## src/rtl/gauss_filter_ctrl.sv

```systemverilog
// rtl/gauss_filter_ctrl.sv - tap loader and bit upsampler in front of gauss_filter
module gauss_filter_ctrl #(
    parameter int GAUSS_FILTER_BIT_WIDTH = 16,
    parameter int NUM_TAP_GAUSS_FILTER   = 17,
    parameter int SAMPLE_PER_SYMBOL      = 8,
    parameter int CLK_PER_SAMPLE         = 2,
    parameter int NUM_PAD_SAMPLE         = 8
) (
    input  logic                              clk,
    input  logic                              rst,
    input  logic                              tap_wr_en,
    input  logic [3:0]                        tap_wr_addr,
    input  logic [GAUSS_FILTER_BIT_WIDTH-1:0] tap_wr_data,
    input  logic                              start,
    input  logic [11:0]                       num_bit,
    input  logic                              info_bit,
    input  logic                              info_bit_valid,
    output logic                              info_bit_ready,
    output logic [3:0]                        tap_index,
    output logic [GAUSS_FILTER_BIT_WIDTH-1:0] tap_value,
    output logic                              bit_upsample,
    output logic                              bit_upsample_valid,
    output logic                              bit_upsample_valid_last,
    output logic                              busy,
    output logic                              done,
    output logic                              underrun
);
    localparam int NUM_HALF = (NUM_TAP_GAUSS_FILTER + 1) / 2;
    localparam int PW = $clog2(CLK_PER_SAMPLE + 1);
    localparam int SW = $clog2(SAMPLE_PER_SYMBOL + 1);
    localparam int DW = $clog2(NUM_PAD_SAMPLE + 2);
    localparam logic [PW-1:0] PH_LAST   = PW'(CLK_PER_SAMPLE - 1);
    localparam logic [SW-1:0] SMP_LAST  = SW'(SAMPLE_PER_SYMBOL - 1);
    localparam logic [DW-1:0] PAD_LAST  = DW'(NUM_PAD_SAMPLE - 1);
    localparam logic [3:0]    HALF_LAST = 4'(NUM_HALF - 1);
    localparam logic          NO_PAD    = (NUM_PAD_SAMPLE == 0);

    typedef enum logic [2:0] {S_IDLE, S_LOAD_TAP, S_FEED, S_FLUSH, S_DONE} state_t;
    localparam state_t AFTER_DATA = NO_PAD ? S_DONE : S_FLUSH;

    state_t                            r_state;
    logic [GAUSS_FILTER_BIT_WIDTH-1:0] r_shadow [NUM_HALF];
    logic [11:0]                       r_num_bit;
    logic [11:0]                       r_fetched;
    logic [11:0]                       r_consumed;
    logic                              r_buf;
    logic                              r_buf_full;
    logic                              r_cur_bit;
    logic [SW-1:0]                     r_sample_cnt;
    logic [PW-1:0]                     r_phase;
    logic [DW-1:0]                     r_pad_cnt;
    logic [3:0]                        r_load_k;
    logic [3:0]                        r_tap_index;
    logic [GAUSS_FILTER_BIT_WIDTH-1:0] r_tap_value;
    logic                              r_upsample;
    logic                              r_valid;
    logic                              r_last;
    logic                              r_busy;
    logic                              r_done;
    logic                              r_underrun;

    logic        w_ready;
    logic        w_hs;
    logic        w_strobe;
    logic        w_new_sym;
    logic        w_emit_bit;
    logic        w_final_bit;
    logic        w_tap_we;
    logic [11:0] w_cons_now;

    assign w_ready   = (r_state == S_FEED) && !r_buf_full && (r_fetched < r_num_bit);
    assign w_hs      = w_ready && info_bit_valid;
    assign w_strobe  = (r_phase == '0);
    assign w_new_sym = (r_sample_cnt == '0);
    assign w_tap_we  = tap_wr_en && !r_busy && (tap_wr_addr < 4'(NUM_HALF));

    // A bit arriving on the same cycle as a symbol-start strobe bypasses the buffer.
    always_comb begin
        w_emit_bit  = r_cur_bit;
        w_cons_now  = r_consumed;
        if (w_new_sym) begin
            w_emit_bit = r_buf_full ? r_buf : info_bit;
            w_cons_now = r_consumed + 12'd1;
        end
        w_final_bit = (w_cons_now == r_num_bit);
    end

    always_ff @(posedge clk or posedge rst) begin
        if (rst) begin
            for (int i = 0; i < NUM_HALF; i++) r_shadow[i] <= '0;
        end else if (w_tap_we) begin
            r_shadow[tap_wr_addr] <= tap_wr_data;
        end
    end

    always_ff @(posedge clk or posedge rst) begin
        if (rst) begin
            r_state      <= S_IDLE;
            r_num_bit    <= '0;
            r_fetched    <= '0;
            r_consumed   <= '0;
            r_buf        <= 1'b0;
            r_buf_full   <= 1'b0;
            r_cur_bit    <= 1'b0;
            r_sample_cnt <= '0;
            r_phase      <= '0;
            r_pad_cnt    <= '0;
            r_load_k     <= '0;
            r_tap_index  <= '0;
            r_tap_value  <= '0;
            r_upsample   <= 1'b0;
            r_valid      <= 1'b0;
            r_last       <= 1'b0;
            r_busy       <= 1'b0;
            r_done       <= 1'b0;
            r_underrun   <= 1'b0;
        end else begin
            r_valid <= 1'b0;
            r_last  <= 1'b0;
            r_done  <= 1'b0;
            r_phase <= (r_phase == PH_LAST) ? '0 : r_phase + 1'b1;
            if (w_hs) r_fetched <= r_fetched + 12'd1;
            case (r_state)
                S_IDLE: begin
                    if (start) begin
                        r_num_bit    <= num_bit;
                        r_underrun   <= 1'b0;
                        r_busy       <= 1'b1;
                        r_fetched    <= '0;
                        r_consumed   <= '0;
                        r_buf_full   <= 1'b0;
                        r_sample_cnt <= '0;
                        r_pad_cnt    <= '0;
                        r_load_k     <= '0;
                        r_tap_index  <= '0;
                        r_tap_value  <= r_shadow[0];
                        r_state      <= S_LOAD_TAP;
                    end
                end
                S_LOAD_TAP: begin
                    if (r_load_k == HALF_LAST) begin
                        r_phase <= '0;
                        r_state <= (r_num_bit == 12'd0) ? AFTER_DATA : S_FEED;
                    end else begin
                        r_load_k    <= r_load_k + 4'd1;
                        r_tap_index <= r_load_k + 4'd1;
                        r_tap_value <= r_shadow[r_load_k + 4'd1];
                    end
                end
                S_FEED: begin
                    if (w_hs && !(w_strobe && w_new_sym)) begin
                        r_buf      <= info_bit;
                        r_buf_full <= 1'b1;
                    end
                    if (w_strobe) begin
                        if (w_new_sym && !r_buf_full && !w_hs) begin
                            r_underrun <= 1'b1;
                        end else begin
                            if (w_new_sym) begin
                                r_cur_bit  <= w_emit_bit;
                                r_buf_full <= 1'b0;
                                r_consumed <= w_cons_now;
                            end
                            r_valid    <= 1'b1;
                            r_upsample <= w_emit_bit;
                            if (r_sample_cnt == SMP_LAST) begin
                                r_sample_cnt <= '0;
                                if (w_final_bit) begin
                                    r_last  <= NO_PAD;
                                    r_state <= AFTER_DATA;
                                end
                            end else begin
                                r_sample_cnt <= r_sample_cnt + 1'b1;
                            end
                        end
                    end
                end
                S_FLUSH: begin
                    if (w_strobe) begin
                        r_valid    <= 1'b1;
                        r_upsample <= 1'b0;
                        if (r_pad_cnt == PAD_LAST) begin
                            r_last  <= 1'b1;
                            r_state <= S_DONE;
                        end else begin
                            r_pad_cnt <= r_pad_cnt + 1'b1;
                        end
                    end
                end
                S_DONE: begin
                    r_done  <= 1'b1;
                    r_busy  <= 1'b0;
                    r_state <= S_IDLE;
                end
                default: r_state <= S_IDLE;
            endcase
        end
    end

    assign info_bit_ready          = w_ready;
    assign tap_index               = r_tap_index;
    assign tap_value               = r_tap_value;
    assign bit_upsample            = r_upsample;
    assign bit_upsample_valid      = r_valid;
    assign bit_upsample_valid_last = r_last;
    assign busy                    = r_busy;
    assign done                    = r_done;
    assign underrun                = r_underrun;
endmodule

```

## config.mk

```make
export PLATFORM = sky130hd
export DESIGN_NAME = gauss_filter_ctrl
export DESIGN_NICKNAME = d
export VERILOG_FILES = /design/src/rtl/gauss_filter_ctrl.sv
export SDC_FILE = /design/constraint.sdc
export NUM_CORES = 1
export LEC_CHECK = 0
export CAP_MARGIN = 20
export CORE_MARGIN = 2
export CORE_UTILIZATION = 45
export DETAILED_ROUTE_END_ITERATION = 7
export GPL_TIMING_DRIVEN = 0
export SLEW_MARGIN = 20
export SYNTH_ARGS = -nofsm -noshare
export SYNTH_HDL_FRONTEND = slang
export SYNTH_SLANG_ARGS = --single-unit
```

## constraint.sdc

```tcl
create_clock -name clk -period 18 [get_ports clk]
set_input_delay 1.8 -clock clk [delete_from_list [all_inputs] [get_ports clk]]
set_output_delay 1.8 -clock clk [all_outputs]
set_load 0.005 [all_outputs]
```

* Yosys cells after proc, flatten, opt, wreduce, memory -nomap -nowiden
Cells that the tools add are included.
** Cells by class
- Magnitude comparators :: 5
- $mul :: 0
- Bitwise operators :: 3
- Shifts and indexed selects :: 0
- Divide/modulo/power cells :: 0
- Eq/ne operators :: 21
- Reduce and logical (&&, ||, !) cells :: 35
- Add/sub/neg operators :: 6
- Muxes and demuxes :: 66
** Operators with widths (count)
- 144-bit bitwise mux :: 1
- 12-bit 2-to-1 mux :: 8
- 16-bit 2-to-1 mux :: 5
- 16-bit binary-select mux with 4-bit select :: 1
- 16-bit demux with 4-bit select :: 1
- 16-bit case mux with 2 select lines :: 1
- 4-bit 2-to-1 mux :: 7
- 12-bit by 1-bit adder with 12-bit output, second input constant :: 2
- 3-bit 2-to-1 mux :: 8
- 12-bit case mux with 2 select lines :: 1
- 4-bit case mux with 2 select lines :: 3
- 1-bit 2-to-1 mux :: 21
- 2-bit != test, second input constant :: 10
- 4-bit AND reduction :: 5
- 4-bit by 1-bit adder with 4-bit output, second input constant :: 3
- 12-bit == test :: 1
- 12-bit zero test :: 1
- 12-bit less-than comparator :: 1
- 3-bit case mux with 4 select lines :: 1
- 5-bit >= comparator, second input constant :: 2
- 1-bit logical AND :: 10
- 4-bit inverter with 5-bit output :: 2
- 1-bit case mux with 2 select lines :: 5
- 2-bit nonzero test :: 5
- 20 further kinds :: 31
** Word-level totals
- Memory bits (writable) :: 0
- Latch bits :: 0
- Memories kept :: 0
- Memory bits (read-only) :: 0
- Output and inout port bits :: 27
- Logic and storage cells :: 163
- Bits in registers :: 222

* Longest topological paths before layout
- Word-level depth :: 10
- Gate-level depth with buffers :: 11
- Depth with buffers taken out :: 9

* Worst setup path after synthesis
OpenSTA, ideal clock, no wires.
- Kind :: input to register
- Start :: input tap_wr_en
- End :: register r_shadow[16] in the netlist's numbering
- Data arrival time :: 3319 ps
- Stages :: 6
- Slack :: 14556 ps
- Required time :: 17875 ps
- Library setup time :: 125 ps
- Cell sequence :: nand2_1 nor3b_1 and3_1 clkbuf_1 clkbuf_1 mux2_2
** On the way
- Longest elaborated chain between the ends :: 2
** Ends and longest elaborated chain
- start, declared :: RTL line 11 : input logic tap_wr_en,
- 1-bit logical AND (2 in series) :: RTL line 75 : assign w_tap_we = tap_wr_en && !r_busy && (tap_wr_addr < 4'(NUM_HALF));
- end signal, assigned by index :: RTL line 92 : r_shadow[tap_wr_addr] <= tap_wr_data;
- end, declared :: RTL line 42 : logic [GAUSS_FILTER_BIT_WIDTH-1:0] r_shadow [NUM_HALF];
Every way passes these cells.
A chain may end at the register's enable or synchronous reset.

* Final worst setup path
- Start :: register r_num_bit[2]
- End :: output info_bit_ready
** On the way
- Longest elaborated chain between the ends :: 2
** Ends and longest elaborated chain
- start, declared :: RTL line 43 : logic [11:0] r_num_bit;
- start signal, assigned :: RTL line 126 : r_num_bit <= num_bit;
- 12-bit less-than comparator :: RTL line 71 : assign w_ready = (r_state == S_FEED) && !r_buf_full && (r_fetched < r_num_bit);
- 1-bit logical AND :: RTL line 71
- end, declared :: RTL line 18 : output logic info_bit_ready,
Every way passes these cells.

==> impl_metrics.csv <==
group,metric,value,unit
flow_run,maxCapViolCount,0,
floorplan,initial_core_util,45.9,%
timing,worst_slack,13.17,ns
yosys,netlist_instances,887,
clock_network,cts_inserted_buffers,25,
final_layout,seqCellArea,5560,um^2
placement,gp_congestion,0.909,
worst_hold_path,hold_path.class,"flop to flop",
outcome,status,"completed",
yosys,ys_async_sr_fraction,100,%
global_routing,grt_pass1_wl,42700,um
clock_network,cts_tree,"done",
timing,finalCritPeriodShare,26.8,%
critical_path,cp_num_cells,8,
drt,wl_per_cell,20.1,um
final_layout,nFillCells,2117,
drt,drtAntennaViolNets,0,
global_routing,overflow,0,
floorplan,die_h,159,um
critical_path,critPathSlowestCell,"a211oi_1",
power,power.leakage,0.00587,uW
timing,worstMarginPinSlew,1.02,ns
timing,fin_tns_setup,0,ns
power,total_power,1570,uW
power,vdd_drop_max,0.0000846,V
yosys,ys_types,56,
timing,period_needed,4.83,ns
drt,routed_wl,26500,um
critical_path,endpoint,"info_bit_ready",
floorplan,die_w,159,um
final_layout,multi_input_area,4960,um^2
timing,final-hold-violation-count,0,
power,p_per_area,124,nW/um^2
drt,vias,7381,
placement,port_buffers,64,
critical_path,cp_max_fo,3,
drt,first_pass_iters,4,
clock_network,cts_setup_buffers,0,
clock_network,cts-resized-gates,0,
yosys,synth_edf_count,0,
timing,max_slew_margin,31.7,%
critical_path,rrSetupSlack,14.71,ns
drt,via_per_inst,5.61,
yosys,syn_avg_cell_area,12.2,um^2
critical_path,slowest_delay,0.58,ns
global_routing,track_usage,21.3,%
floorplan,coreArea,23500,um^2
final_layout,drive_gt1_share,25.5,%
final_layout,n_antenna_cell,0,
yosys,synthesis.nets,943,
clock_network,cts_root_buf,"clkbuf_16",
critical_path,crit_arrival,3.03,ns
critical_path,worstRegToRegCells,9,
yosys,synth_warnings,0,
timing,setup_violations,0,
yosys,synth_seq_cells,222,
critical_path,crit_start,"r_num_bit[2]",
global_routing,grt_pass1_vias,7554,
yosys,seq_area_frac_synth,51.4,%
yosys,synthFlopType,"dfrtp_1",
critical_path,required,16.20,ns
placement,post-place-ws,13.36,ns
placement,hpwl,17600,um
yosys,synth_area,10800,um^2
global_routing,antenna_found_initial,0,
timing,drv_slew,0,
critical_path,setup.worst_path.class,"flop to primary output",
floorplan,row_count,56,
drt,drtIter0Drc,413,
final_layout,layout.nets,1037,
drt,drc,0,
critical_path,end_kind,"primary output",
timing,clock.fmax,0.207,GHz
clock_network,numClockSinks,222,
clock_network,clockBufferDepth,3,
critical_path,critPathLaunchType,"flop",
clock_network,clk_latency,0.54,ns
floorplan,io_pins,65,
timing,rsz0062_at_grt,"false",
timing,finClkSkew,0.0156,ns
final_layout,syn2layout_area_growth,17.3,%
floorplan,dieArea,25300,um^2
global_routing,grt_max_degree,91,
critical_path,crit_chain,"inv_1, ha_1, a211oi_1, o21ai_0, a211oi_1, nor2_1, nor2_1, clkdlybuf4s50_1",
clock_network,cts_hold_buf,0,
clock_network,cts.reportedPaths.clkPinSlew,0.06,ns
critical_path,critPathBufInv,2,
critical_path,cpLargestDelayFamily,"compound AO/OA/AOI/OAI gates",
critical_path,r2r_start,"tap_index[0]",
critical_path,rr_endpoint,"tap_value[10]",
clock_network,htree_levels,1,
[kinds of logic (layout without fill, tap and decap cells)]
group	after synthesis	in the layout	share of synthesized area, %
flip-flops	222	222	51.4
AO/OA/AOI/OAI	149	149	8.61
multiplexers	196	196	23.7
buffers and inverters	72	181	2.73
adder cells (fa/ha/maj)	19	19	2.18
XOR/XNOR	26	26	2.11
AND/OR/NAND/NOR	203	203	9.25
[area by class of cell]
cell class                      instances  area share (%)
Sequential cell                       222            43.8
Buffer                                 50            1.68
Multi-Input combinational cell        593            39.2
Clock buffer                           35            5.47
Clock inverter                          7           0.415
Tap cell                              319            3.15
Timing Repair Buffer                   67            5.58
Inverter                               22           0.711
[sequential cells by signal (all words and copies together), names as in the netlist, 2 cells and up]
signal,cells
r_fetched,12
tap_value,16
r_shadow,144
r_num_bit,12
tap_index,4
r_pad_cnt,4
r_sample_cnt,4
r_consumed,12
r_state,3
r_phase,2
[power by group]
| part | leakage [uW] | switching (uW) | total (uW) | internal (uW) |
|---|---|---|---|---|
| clock | 0.000367 | 201 | 469 | 268 |
| sequential | 0.00303 | 55.1 | 604 | 549 |
| combinational | 0.00247 | 298 | 493 | 195 |
| total | 0.00587 | 554 | 1570 | 1010 |
[cell usage in the layout, fill, tap and decap left out, drive strengths merged, types with 5 or more instances in the layout]
cell / instances
xnor2: 6
nor2: 48
nor4: 6
a221oi: 16
nand4: 16
a21oi: 30
nand3: 18
clkdlybuf4s50: 64
mux4: 32
clkinv: 5
nor2b: 7
nand2: 67
nor3: 9
clkbuf: 71
buf: 17
inv: 23
xor2: 20
o21ai: 66
dfrtp: 222
and3: 9
and2: 5
ha: 18
mux2: 161
o31ai: 9
[cell usage after synthesis (3+ instances only)]
| library cell | count | area share, % |
|---|---|---|
| nand2_1 | 67 | 2.3 |
| o31ai_1 | 9 | 0.63 |
| a21oi_1 | 30 | 1.4 |
| nand2b_1 | 4 | 0.23 |
| mux4_2 | 32 | 6.7 |
| mux2_2 | 161 | 17 |
| buf_2 | 8 | 0.37 |
| o21ai_0 | 66 | 3.1 |
| and3_1 | 9 | 0.52 |
| nor2b_1 | 7 | 0.41 |
| nand4_1 | 16 | 0.93 |
| mux2i_1 | 3 | 0.28 |
| a31oi_1 | 4 | 0.23 |
| nor3b_1 | 3 | 0.21 |
| nor2_1 | 48 | 1.7 |
| dfrtp_1 | 222 | 51 |
| a221oi_1 | 16 | 1.3 |
| a211oi_1 | 4 | 0.28 |
| and2_1 | 5 | 0.29 |
| o22ai_1 | 4 | 0.23 |
| xnor2_1 | 6 | 0.49 |
| ha_1 | 18 | 2.1 |
| inv_1 | 22 | 0.76 |
| xor2_1 | 20 | 1.6 |
| nor4_1 | 5 | 0.29 |
| nand3_1 | 18 | 0.83 |
| buf_1 | 3 | 0.10 |
| clkbuf_1 | 36 | 1.3 |
| nor3_1 | 6 | 0.28 |
[worst min path at each step]
stage | to | start | cells after the start
after global routing | r_phase[0] | r_phase[0] | 1
after CTS | r_phase[0] | r_phase[0] | 1
after global placement | r_phase[0] | r_phase[0] | 1
after detailed placement | r_phase[0] | r_phase[0] | 1
final | r_phase[0] | r_phase[0] | 1
after floorplan | r_phase[0] | r_phase[0] | 1
[through the flow]
stage / instances / util [%] / hold WS (ns) / area (um^2)
global placement: 1270 / 50.3 / 0.448 / 11800
detailed placement: 1272 / 50.6 / 0.464 / 11900
CTS: 1314 / 53.8 / 0.474 / 12700
finish: 1315 / 53.8 / 0.469 / 12700
global route: 1315 / 53.8 / 0.492 / 12700
floorplan: 887 / - / 0.423 / 10800
[routing by layer]
layer	vias up	track usage [%]	part of all wire (%)
li1	3443	-	-
met1	3745	28.4	44
met2	145	36.1	49
met3	48	4.09	4.4
met4	0	5.79	2.8
met5	-	0	0
Power figures use the tool's default switching activity.
